[src/rtl/fifo_pkg.sv]
// rtl/fifo_pkg.sv - shared FIFO constants and pointer/count type helpers
package fifo_pkg;

  localparam int DATA_WIDTH_DEF = 8;
  localparam int ADDR_WIDTH_DEF = 4;

  typedef logic [ADDR_WIDTH_DEF:0] ptr_t;
  typedef logic [ADDR_WIDTH_DEF:0] count_t;

endpackage

[src/rtl/fifo_ram.sv]
// rtl/fifo_ram.sv - simple dual-port storage with one write port and a registered read port
module fifo_ram
  import fifo_pkg::*;
#(
  parameter int DATA_WIDTH = DATA_WIDTH_DEF,
  parameter int ADDR_WIDTH = ADDR_WIDTH_DEF
) (
  input  logic                  clk,
  input  logic                  rst_n,
  input  logic                  we,
  input  logic [ADDR_WIDTH-1:0] waddr,
  input  logic [DATA_WIDTH-1:0] wdata,
  input  logic                  re,
  input  logic [ADDR_WIDTH-1:0] raddr,
  output logic [DATA_WIDTH-1:0] rdata
);

  logic [DATA_WIDTH-1:0] mem [2**ADDR_WIDTH];
  logic [DATA_WIDTH-1:0] rdata_q;

  // Storage is deliberately left unreset; only the read register is cleared.
  always_ff @(posedge clk) begin
    if (we) mem[waddr] <= wdata;
  end

  // Same-address read and write returns the old word, which the full wr+rd case relies on.
  always_ff @(posedge clk) begin
    if (!rst_n)  rdata_q <= '0;
    else if (re) rdata_q <= mem[raddr];
  end

  assign rdata = rdata_q;

endmodule

[src/rtl/sync_fifo.sv]
// rtl/sync_fifo.sv - single-clock FIFO with registered flags, fill count and sticky errors
module sync_fifo
  import fifo_pkg::*;
#(
  parameter int DATA_WIDTH    = DATA_WIDTH_DEF,
  parameter int ADDR_WIDTH    = ADDR_WIDTH_DEF,
  parameter int AFULL_THRESH  = 14,
  parameter int AEMPTY_THRESH = 2
) (
  input  logic                  clk,
  input  logic                  rst_n,
  input  logic                  wr,
  input  logic [DATA_WIDTH-1:0] data,
  input  logic                  rd,
  output logic [DATA_WIDTH-1:0] q,
  output logic                  full,
  output logic                  mty,
  output logic                  afull,
  output logic                  aempty,
  output logic [ADDR_WIDTH:0]   count,
  output logic                  ovf,
  output logic                  udf,
  input  logic                  clr_err
);

  localparam int DEPTH = 2**ADDR_WIDTH;
  localparam logic [ADDR_WIDTH:0] DEPTH_C  = (ADDR_WIDTH+1)'(DEPTH);
  localparam logic [ADDR_WIDTH:0] AFULL_C  = (ADDR_WIDTH+1)'(AFULL_THRESH);
  localparam logic [ADDR_WIDTH:0] AEMPTY_C = (ADDR_WIDTH+1)'(AEMPTY_THRESH);

  if (!(AEMPTY_THRESH < AFULL_THRESH && AFULL_THRESH <= DEPTH)) begin : g_bad_thresh
    $error("sync_fifo: require AEMPTY_THRESH < AFULL_THRESH <= DEPTH");
  end

  logic [ADDR_WIDTH:0] wr_ptr_q, wr_ptr_d, rd_ptr_q, rd_ptr_d;
  logic [ADDR_WIDTH:0] count_q, count_d;
  logic full_q, mty_q, afull_q, aempty_q, ovf_q, ovf_d, udf_q, udf_d;
  logic wr_ok, rd_ok;

  // Reading while full frees a slot in the same edge, so the write still lands.
  assign wr_ok = wr & (~full_q | rd);
  assign rd_ok = rd & ~mty_q;

  always_comb begin
    wr_ptr_d = wr_ptr_q + (ADDR_WIDTH+1)'(wr_ok);
    rd_ptr_d = rd_ptr_q + (ADDR_WIDTH+1)'(rd_ok);
    count_d  = count_q;
    if (wr_ok && !rd_ok)      count_d = count_q + 1'b1;
    else if (rd_ok && !wr_ok) count_d = count_q - 1'b1;
    ovf_d = ovf_q;
    if (wr && full_q && !rd) ovf_d = 1'b1;
    else if (clr_err)        ovf_d = 1'b0;
    udf_d = udf_q;
    if (rd && mty_q)         udf_d = 1'b1;
    else if (clr_err)        udf_d = 1'b0;
  end

  // Flags are computed from the next count so they never lag the data path.
  always_ff @(posedge clk) begin
    if (!rst_n) begin
      wr_ptr_q <= '0;
      rd_ptr_q <= '0;
      count_q  <= '0;
      full_q   <= 1'b0;
      mty_q    <= 1'b1;
      afull_q  <= 1'b0;
      aempty_q <= 1'b1;
      ovf_q    <= 1'b0;
      udf_q    <= 1'b0;
    end else begin
      wr_ptr_q <= wr_ptr_d;
      rd_ptr_q <= rd_ptr_d;
      count_q  <= count_d;
      full_q   <= (count_d == DEPTH_C);
      mty_q    <= (count_d == '0);
      afull_q  <= (count_d >= AFULL_C);
      aempty_q <= (count_d <= AEMPTY_C);
      ovf_q    <= ovf_d;
      udf_q    <= udf_d;
    end
  end

  fifo_ram #(
    .DATA_WIDTH(DATA_WIDTH),
    .ADDR_WIDTH(ADDR_WIDTH)
  ) u_ram (
    .clk   (clk),
    .rst_n (rst_n),
    .we    (wr_ok),
    .waddr (wr_ptr_q[ADDR_WIDTH-1:0]),
    .wdata (data),
    .re    (rd_ok),
    .raddr (rd_ptr_q[ADDR_WIDTH-1:0]),
    .rdata (q)
  );

  assign full   = full_q;
  assign mty    = mty_q;
  assign afull  = afull_q;
  assign aempty = aempty_q;
  assign count  = count_q;
  assign ovf    = ovf_q;
  assign udf    = udf_q;

endmodule

[config.mk]
export PLATFORM = sky130hd
export DESIGN_NAME = sync_fifo
export DESIGN_NICKNAME = d
export VERILOG_FILES = /design/src/rtl/fifo_pkg.sv /design/src/rtl/fifo_ram.sv /design/src/rtl/sync_fifo.sv
export SDC_FILE = /design/constraint.sdc
export NUM_CORES = 1
export LEC_CHECK = 0
export BUFFER_PORTS_ARGS = -buffer_cell sky130_fd_sc_hd__clkbuf_2
export CAP_MARGIN = 25
export CORE_MARGIN = 8
export CORE_UTILIZATION = 29
export CTS_BUF_LIST = sky130_fd_sc_hd__clkbuf_8
export CTS_CLUSTER_DIAMETER = 80
export DETAILED_ROUTE_END_ITERATION = 16
export PLACE_DENSITY = 0.54
export REMOVE_ABC_BUFFERS = 1
export SYNTH_ARGS = -nofsm -noshare
export SYNTH_HDL_FRONTEND = slang
export SYNTH_SLANG_ARGS = --single-unit
[constraint.sdc]
create_clock -name clk -period 2.3 [get_ports clk]
set_input_delay 0.345 -clock clk [delete_from_list [all_inputs] [get_ports clk]]
set_output_delay 0.345 -clock clk [all_outputs]
set_load 0.02 [all_outputs]
# Yosys cells after proc, flatten, opt, wreduce, memory -nomap -nowiden
# Memory sizes are Yosys's and may differ from the RTL's. A register that Yosys moved wholly into a read port is not among the register bits.
# Cells that the tools add are included.
# classes
n_mul	0
div	0
mux	7
eq_ne	1
n_shift	0
n_reduce_logical	12
bitwise_logic	5
n_lt_le_gt_ge	2
add_sub_neg	4
# op_table
operator	count
adder 5 x 1 -> 5 bit	2
2-to-1 mux 5 bit	2
adder 5 x 1 -> 5 bit, second input constant	1
equality test 5 bit, second input constant	1
greater-or-equal comparator 5 x 4 -> 1 bit, second input constant	1
<= comparator 5 x 2 -> 1 bit, second input constant	1
logical AND 1 bit	5
logical NOT 5 bit	1
2-to-1 mux 1 bit	5
subtractor 5 x 1 -> 5 bit, second input constant	1
logical NOT 1 bit	4
nonzero test 2 bit	2
AND 1 bit	2
inverter 1 bit	2
OR 1 bit	1
# word_totals
regBits	21
n_memories	1
ramBits	128
out_inout_bits	19
rom_bits	0
elab_cells	41
latchBits	0
input_bits	13
# mem_list
name	depth	width	rd	rd_clocked_by_memory_dff	write_ports	line_no	source
u_ram.mem	16	8	1	1	1	fifo_ram.sv:18	logic [DATA_WIDTH-1:0] mem [2**ADDR_WIDTH];

# Logic depth before layout (Yosys ltp)
# Gate-level depths: netlist (run 1).
# depth
depth_word	8
ltp_mapped	7
ltp_nobuf	6

# Cells and area by module
# Synthesis (run 1) repeated with hierarchy kept, for this count alone.
# unflattened
hier_cells	419
hier_area_um2	6308.6
# modules_own_cells
mod	seq_area_each_um2	n_inst	cells_per_inst	area_per_inst_um2
fifo_ram	4003.8	1	318	5351.4
sync_fifo	380.4	1	101	957.2

# Least setup slack after synthesis (run 1)
# No wires, ideal clock.
# synth_path
path_type	reg-to-reg
startpoint	register full_q, in the netlist full
endpoint	memory u_ram.mem[0][0] (netlist name), enable pin
arrival_ns	1.577
stages_incl_launch_ff	5
required_time_ns	1.917
n_path_buf	0
period_less_slack_ns	1.960
slack_ns	0.340
setup_ns	0.383
path_cell_list	dfxtp_1 nand2b_1 nand2_1 or3_1 nor3_1
# synth_between
elab_chain_len	5
# synth_lines
item	line_no	source
from (decl)	sync_fifo.sv:37	logic full_q, mty_q, afull_q, aempty_q, ovf_q, ovf_d, udf_q, udf_d;
from (signal assigned)	sync_fifo.sv:74	full_q <= (count_d == DEPTH_C);
inverter 1 bit	sync_fifo.sv:41	assign wr_ok = wr & (~full_q | rd);
OR 1 bit	sync_fifo.sv:41	
AND 1 bit	sync_fifo.sv:41	
2-to-1 mux 1 bit	fifo_ram.sv:23	if (we) mem[waddr] <= wdata;
2-to-1 mux 1 bit (not written as such)	fifo_ram.sv:23	
to (decl)	fifo_ram.sv:18	
# No other way between the ends.

==> results by group, run 1 <==
CTS
  – CTS tree: built
  – Root Driver: clkbuf_8
  – Post-CTS Setup Bufs: 0
  – TritonCTS Buffers: 17
  – Clock Sinks: about 160
  – H-tree depth: 4
  – Clk buf depth: 2
  – CTS Hold Bufs: 0
  – Skew-Pair Late Insertion Delay: 0.45 ns
  – Cts repair resizes: 0
  – Clock-pin slew on the worst setup and hold paths: 0.09 ns

Critical path
  – Nature of the critical path endpoint: register
  – Worst EP required: 2.64 ns
  – Worst reg-to-reg path cell count: 5
  – Crit Path Category: reg -> reg
  – Crit Path Max Fanout: 33
  – Slowest cell on the critical path: mux4_2
  – Data arrival, critical path: 2.15 ns
  – R2R Setup Slk: 0.49 ns
  – R2r endpoint: u_ram.rdata[1]
  – R2r startpoint: rd_ptr_q[0]
  – CP startpoint kind: register
  – CP Cell Sequence: buf_12, mux4_2, a22oi_1, a31oi_1, a31o_1
  – CP max stage delay: 0.55 ns

Routing
  – Initial DRT Pass Iterations: 5
  – Drt initial violations: approximately 220
  – Remaining DRCs: 0
  – Final wirelength: 13.6 mm
  – Detailed-route wire length per cell: 19.3 µm
  – Post-DRT Antenna Nets: 0
  – Vias: approximately 3,400
  – DR vias/cell: 4.75

STA
  – Slew margin rel.: 0.681
  – Measured slew at the worst slew-check pin: 0.476 ns
  – Hold WS: 0.168 ns
  – Finish-stage setup viols: 0
  – Clock Skew: about 0.015 ns
  – Final Critical Period: 1.81 ns
  – RSZ-0062 raised after global routing: false
  – Slew Viols, Final: 0
  – Fin. Hold Viols: 0
  – Highest clock rate: 0.553 GHz
  – Final worst setup slack: 0.491 ns
  – Fin crit share: 0.786

Logic synthesis
  – Synth warn: 0
  – Top post-synthesis cells by count: 128 x edfxtp_1, 32 x mux4_2, 27 x dfxtp_1, 25 x nor2_1, 21 x nand2_1
  – Post-Syn Area: 6190 µm²
  – Share of the synthesized area in the top cell type: 0.621
  – Cells after Synth: 354
  – Synth area leader: edfxtp_1
  – Top post-synthesis cells by area: edfxtp_1 62%, mux4_2 12%, dfxtp_1 8.7%
  – FFs w/ async S/R, synth: 0
  – Syn avg cell area: 17.5 µm²
  – Seq cells post-synth: ~160
  – Post-synth EDFFs: roughly 130
  – Netlist cell types: between 40 and 50
  – Most common cell in the netlist: edfxtp_1
  – Top FF cell, synth: edfxtp_1
  – Sequential fraction of the synthesis area: 0.709

Die
  – Area of the core: 21,000 µm²
  – Die ar.: 26,300 µm²
  – Starting Density: 0.295
  – Die W: 162 µm
  – Ports: 32
  – Rows: 53
  – Die Ht: 162 µm

Finish
  – # diodes: 0
  – Nets: 436
  – Area growth, synth to finish: 17.2%
  – Filler instances: 2,055
  – Non-Filler Instances: just over 700
  – Sequential Area: 4390 µm²
  – Area occupied by multi-input gates: 1690 µm²
  – Layout cell share with drive strength beyond 1: 0.311

Job
  – MaxCap Viol Count: 0

Hold path
  – Hold Crit Class: in -> reg
  – WHS Endpoint: udf
  – Hold Path Cell Cnt: 3
  – Hold path start: clr_err

Outcome
  – Outcome: finished clean

Pwr
  – Maximum VDD drop: 0.474 mV
  – Leakage Power: 2.40 nW
  – Pwr Density: between 800 and 900 nW/µm²
  – Overall Power: 0.00613 W

Placed design
  – Placed cell count: 674
  – RePlAce Congestion: 0.827
  – Place WS: 0.370 ns
  – HPWL Detailed: 9.27 mm
  – # port buffers: 31

GRT
  – Global-route wire length before repair: 21.1 mm
  – Initial antenna violation count: 0
  – Gr usage total: 0.108
  – Vias in the first global route: roughly 3,500
  – Largest net degree at the start of global routing: 34
  – Remaining Overflow, GRT: 0
[cell families (layout without fill, tap and decap cells)]
family | Yosys count | in the layout | synth area share
AOI/OAI and AO/OA | 44 | 44 | 0.0574
and+or+nand+nor | 91 | 91 | 0.0760
muxes | 33 | 33 | 0.120
buffers and inverters | 20 | 97 | 0.0190
DFF | 155 | 155 | 0.709
adders and majority gates | 6 | 6 | 0.0117
xor gates and xnor gates | 5 | 5 | 0.00708
[report_power, final]
group | switching (W) | internal (W) | total, W
combinational | 0.000399 | 0.000317 | 0.000717
clock | 0.00110 | 0.00112 | 0.00222
sequential | 0.0000769 | 0.00312 | 0.00320
total | 0.00158 | 0.00455 | 0.00613
[worst max-delay path: cells and delay by family (launching register included)]
kind,cells,cell delay [ns]
mux,1,0.55
compound gates,3,0.51
flops,1,0.34
buf+inv,1,0.26
[metrics by stage]
step	TNS [ns]	cell area, µm²	utilization
2_1_floorplan	-2.95	6090	-
3_5_place_dp	0	6820	0.325
6_report	0	7250	0.346
5_1_grt	0	7250	0.346
4_1_cts	0	7250	0.346
3_3_place_gp	0	6820	0.325
[layout make-up]
type | count | share of cell area
clock inverter | 15 | 0.0273
sequential | 155 | 0.605
multi-input combinational | 179 | 0.232
tap | 275 | 0.0475
clock buffer | 17 | 0.0323
timing repair buffer | 60 | 0.0531
inverter | 5 | 0.00259
[cells in the final DEF (no fill, tap or decap), types with 2 or more instances in the layout]
cell	synthesis	layout
o21ai_1	2	2
nand2_1	21	21
and2_1	5	5
dfxtp_1	27	26
a22oi_1	8	8
a2111oi_2	2	2
buf_4	3	28
clkbuf_2	0	31
inv_1	4	4
nand2b_1	8	8
nand3_1	9	9
edfxtp_1	128	128
xor2_1	2	2
mux4_2	32	32
a21oi_1	4	4
clkbuf_8	0	17
bufinv_16	0	3
nor2_1	25	25
nand3b_1	3	3
nor2b_1	6	6
a31o_1	9	9
inv_6	0	6
inv_8	0	3
xnor2_1	3	3
nor3_1	5	5
a31oi_1	9	9
ha_1	5	5
[worst max-delay path by stage]
stage                      from              end  slack (ns)
detailed placement           rd  u_ram.mem[6][7]        0.37
global placement             rd  u_ram.mem[6][7]        0.39
finish              rd_ptr_q[0]   u_ram.rdata[1]        0.49
CTS                 rd_ptr_q[0]   u_ram.rdata[7]        0.47
global route           count[1]           aempty        0.35
floorplan           rd_ptr_q[0]   u_ram.rdata[0]       -0.37
[registers in the layout (all words and copies together) (netlist names)]
signal / flops
u_ram.mem: 128
u_ram.rdata: 8
count: 5
rd_ptr_q: 4
wr_ptr_q: 4
aempty: 1
afull: 1
full: 1
mty: 1
ovf: 1
udf: 1
[routing by layer]
metal | GRT usage | wire, µm | vias up | share of wire
met1 | 0.145 | 6260 | 1704 | 0.46
li1 | - | - | 1527 | -
met3 | 0.0380 | 907 | 15 | 0.067
met2 | 0.161 | 6270 | 105 | 0.46
met5 | 0 | 0 | - | 0
met4 | 0.0328 | 190 | 0 | 0.014
(Power assumes the default switching activity.)
==> run 2: changes to the inputs <==
==> constraint.sdc (replaced) <==
create_clock -name clk -period 1.8 [get_ports clk]
set_input_delay 0.27 -clock clk [delete_from_list [all_inputs] [get_ports clk]]
set_output_delay 0.27 -clock clk [all_outputs]
set_load 0.02 [all_outputs]
==> run 2 against run 1 <==
Effect of this change: wire length down 3.9%; clock power up 11%; combinational power up 48%.
==> results by group, run 2 (same netlist as run 1, synthesis figures left out) <==
Outcome
  – Outcome: finished clean

GRT
  – Global-route wire length before repair: 20.1 mm (-4.6%)
  – Remaining Overflow, GRT: 0 (unchanged)
  – Initial antenna violation count: 0 (unchanged)
  – Vias in the first global route: 3,551 (+2.0%)
  – Gr usage total: 0.104 (-0.00461)
  – Largest net degree at the start of global routing: 29 (-15%)

Routing
  – Drt initial violations: 263 (+17%)
  – Detailed-route wire length per cell: 18.3 µm (-5.2%)
  – DR vias/cell: 4.76 (+0.19%)
  – Final wirelength: 13.1 mm (-3.9%)
  – Vias: 3,405 (+1.6%)
  – Post-DRT Antenna Nets: 0 (unchanged)
  – Initial DRT Pass Iterations: 4 (-1)
  – Remaining DRCs: 0 (unchanged)

Critical path
  – CP startpoint kind: register
  – Crit Path Max Fanout: 13 (-61%)
  – Crit Path Category: reg -> reg
  – Worst reg-to-reg path cell count: 5 (unchanged)
  – R2r startpoint: rd_ptr_q[0]
  – Nature of the critical path endpoint: register
  – CP max stage delay: 0.53 ns (-0.02 ns)
  – CP Cell Sequence: buf_12, mux4_2, a22oi_2, a31oi_1, a31o_1
  – R2r endpoint: u_ram.rdata[4]
  – R2R Setup Slk: 0.05 ns (-0.44 ns)
  – Slowest cell on the critical path: mux4_2
  – Data arrival, critical path: 2.09 ns (-0.06 ns)
  – Worst EP required: 2.14 ns (-0.50 ns)

CTS
  – Clock-pin slew on the worst setup and hold paths: 0.09 ns (about the same)
  – TritonCTS Buffers: 17 (unchanged)
  – CTS tree: built
  – H-tree depth: 4 (unchanged)
  – Clk buf depth: 2 (unchanged)
  – CTS Hold Bufs: 0 (unchanged)
  – Clock Sinks: 155 (unchanged)
  – Root Driver: clkbuf_8
  – Skew-Pair Late Insertion Delay: 0.44 ns (about the same)

Finish
  – Commonest non-fill, non-tap cell in the layout: edfxtp_1
  – Largest register FFs: 128 (unchanged)
  – # diodes: 0 (unchanged)
  – Commonest cells after routing, fill and taps aside: 128 x edfxtp_1, 34 x buf_4, 32 x mux4_2
  – Sequential Area: 4390 µm² (about the same)
  – Area occupied by multi-input gates: 1720 µm² (+1.8%)
  – Nets: 446 (+2.3%)
  – Final Core Density: 0.351 (+0.00490)
  – Layout cell share with drive strength beyond 1: 0.336 (+0.0247)
  – Top reg by flops: u_ram.mem
  – Filler instances: 2,044 (-0.54%)
  – Area growth, synth to finish: 18.8%

Die
  – Die W: 162 µm (unchanged)
  – Die Ht: 162 µm (unchanged)
  – Die ar.: 26,300 µm² (unchanged)
  – Ports: 32 (unchanged)
  – Rows: 53 (unchanged)
  – Area of the core: 21,000 µm² (unchanged)
  – Starting Density: 0.295 (unchanged)

Placed design
  – HPWL Detailed: 8.98 mm (-3.1%)
  – RePlAce Congestion: 0.834 (+0.82%)
  – # port buffers: 31 (unchanged)

Job
  – MaxCap Viol Count: 0 (unchanged)

STA
  – Finish-stage setup viols: 0 (unchanged)
  – Highest clock rate: 0.571 GHz (+3.2%)
  – Fin. Hold Viols: 0 (unchanged)
  – Measured slew at the worst slew-check pin: 0.470 ns (-0.00609 ns)
  – RSZ-0062 raised after global routing: true
  – Slew margin rel.: 0.685 (+0.00409)
  – Slew Viols, Final: 0 (unchanged)
  – Clock Skew: 0.0152 ns (+0.000106 ns)
  – Final Critical Period: 1.75 ns (-0.0568 ns)
  – Fin crit share: 0.973 (+0.187)

Pwr
  – Leakage Power: 2.44 nW (+2.0%)
  – Overall Power: 0.00760 W (+24%)
  – Maximum VDD drop: 0.725 mV (+53%)
  – Pwr Density: 1030 nW/µm² (+22%)

Hold path
  – Hold Crit Class: in -> reg
  – WHS Endpoint: udf
  – Hold Path Cell Cnt: 3 (unchanged)
  – Hold path start: clr_err
run 2: worst max-delay path by stage:
stage | from | endpoint | slack (ns)
3_3_place_gp | rd | u_ram.mem[0][5] | 0.03
5_1_grt | rd_ptr_q[0] | u_ram.rdata[1] | -0.005
2_1_floorplan | rd_ptr_q[0] | u_ram.rdata[0] | -0.87
3_5_place_dp | rd | u_ram.mem[0][7] | -0.03
4_1_cts | rd_ptr_q[0] | u_ram.rdata[1] | 0.02
6_report | rd_ptr_q[0] | u_ram.rdata[4] | 0.05
run 2: what timing repair did:
action                                  CTS  global route
setup buffers                             0             5
pin swaps                                 0             1
endpoints found under the setup margin    1            11
gates resized for setup                   1             7
endpoints found under the hold margin     0             0
run 2: metrics by stage:
stage	TNS (ns)	setup WS, ns	hold slack [ns]	cells	instance area, µm²
2_1_floorplan	-10.38	-0.872	0.336	339	6090
3_3_place_gp	0	0.0275	0.462	679	6910
3_5_place_dp	-0.227	-0.0287	0.472	679	6910
4_1_cts	0	0.0194	0.0799	711	7290
5_1_grt	-0.00498	-0.00498	0.0838	716	7350
6_report	0	0.0480	0.110	716	7350
run 2: report_power, final:
group / total [W] / switching [W] / internal (W)
clock network: 0.00247 / 0.00134 / 0.00112
registers: 0.00407 / 0.0000822 / 0.00399
logic: 0.00106 / 0.000549 / 0.000515
run 2: layout make-up:
class | count | share of cell area
Sequential cell | 155 | 0.597
Multi-Input combinational cell | 179 | 0.233
Timing Repair Buffer | 70 | 0.0694
Tap cell | 275 | 0.0468
Clock buffer | 17 | 0.0318
Clock inverter | 15 | 0.0192
Inverter | 5 | 0.00255
run 2: worst max-delay path: cells and delay by family, from the launching register on:
kind	cells	cell delay, ns
AOI/OAI and AO/OA	3	0.57
muxes	1	0.53
buffers and inverters	1	0.15
DFF	1	0.38
run 2: per-layer routing:
metal  vias up  GRT usage  wire [µm]
met2        85      0.163       6310
li1       1562          -          -
met5         -          0          0
met1      1749      0.134       5760
met4         0     0.0316        121
met3         9     0.0319        917
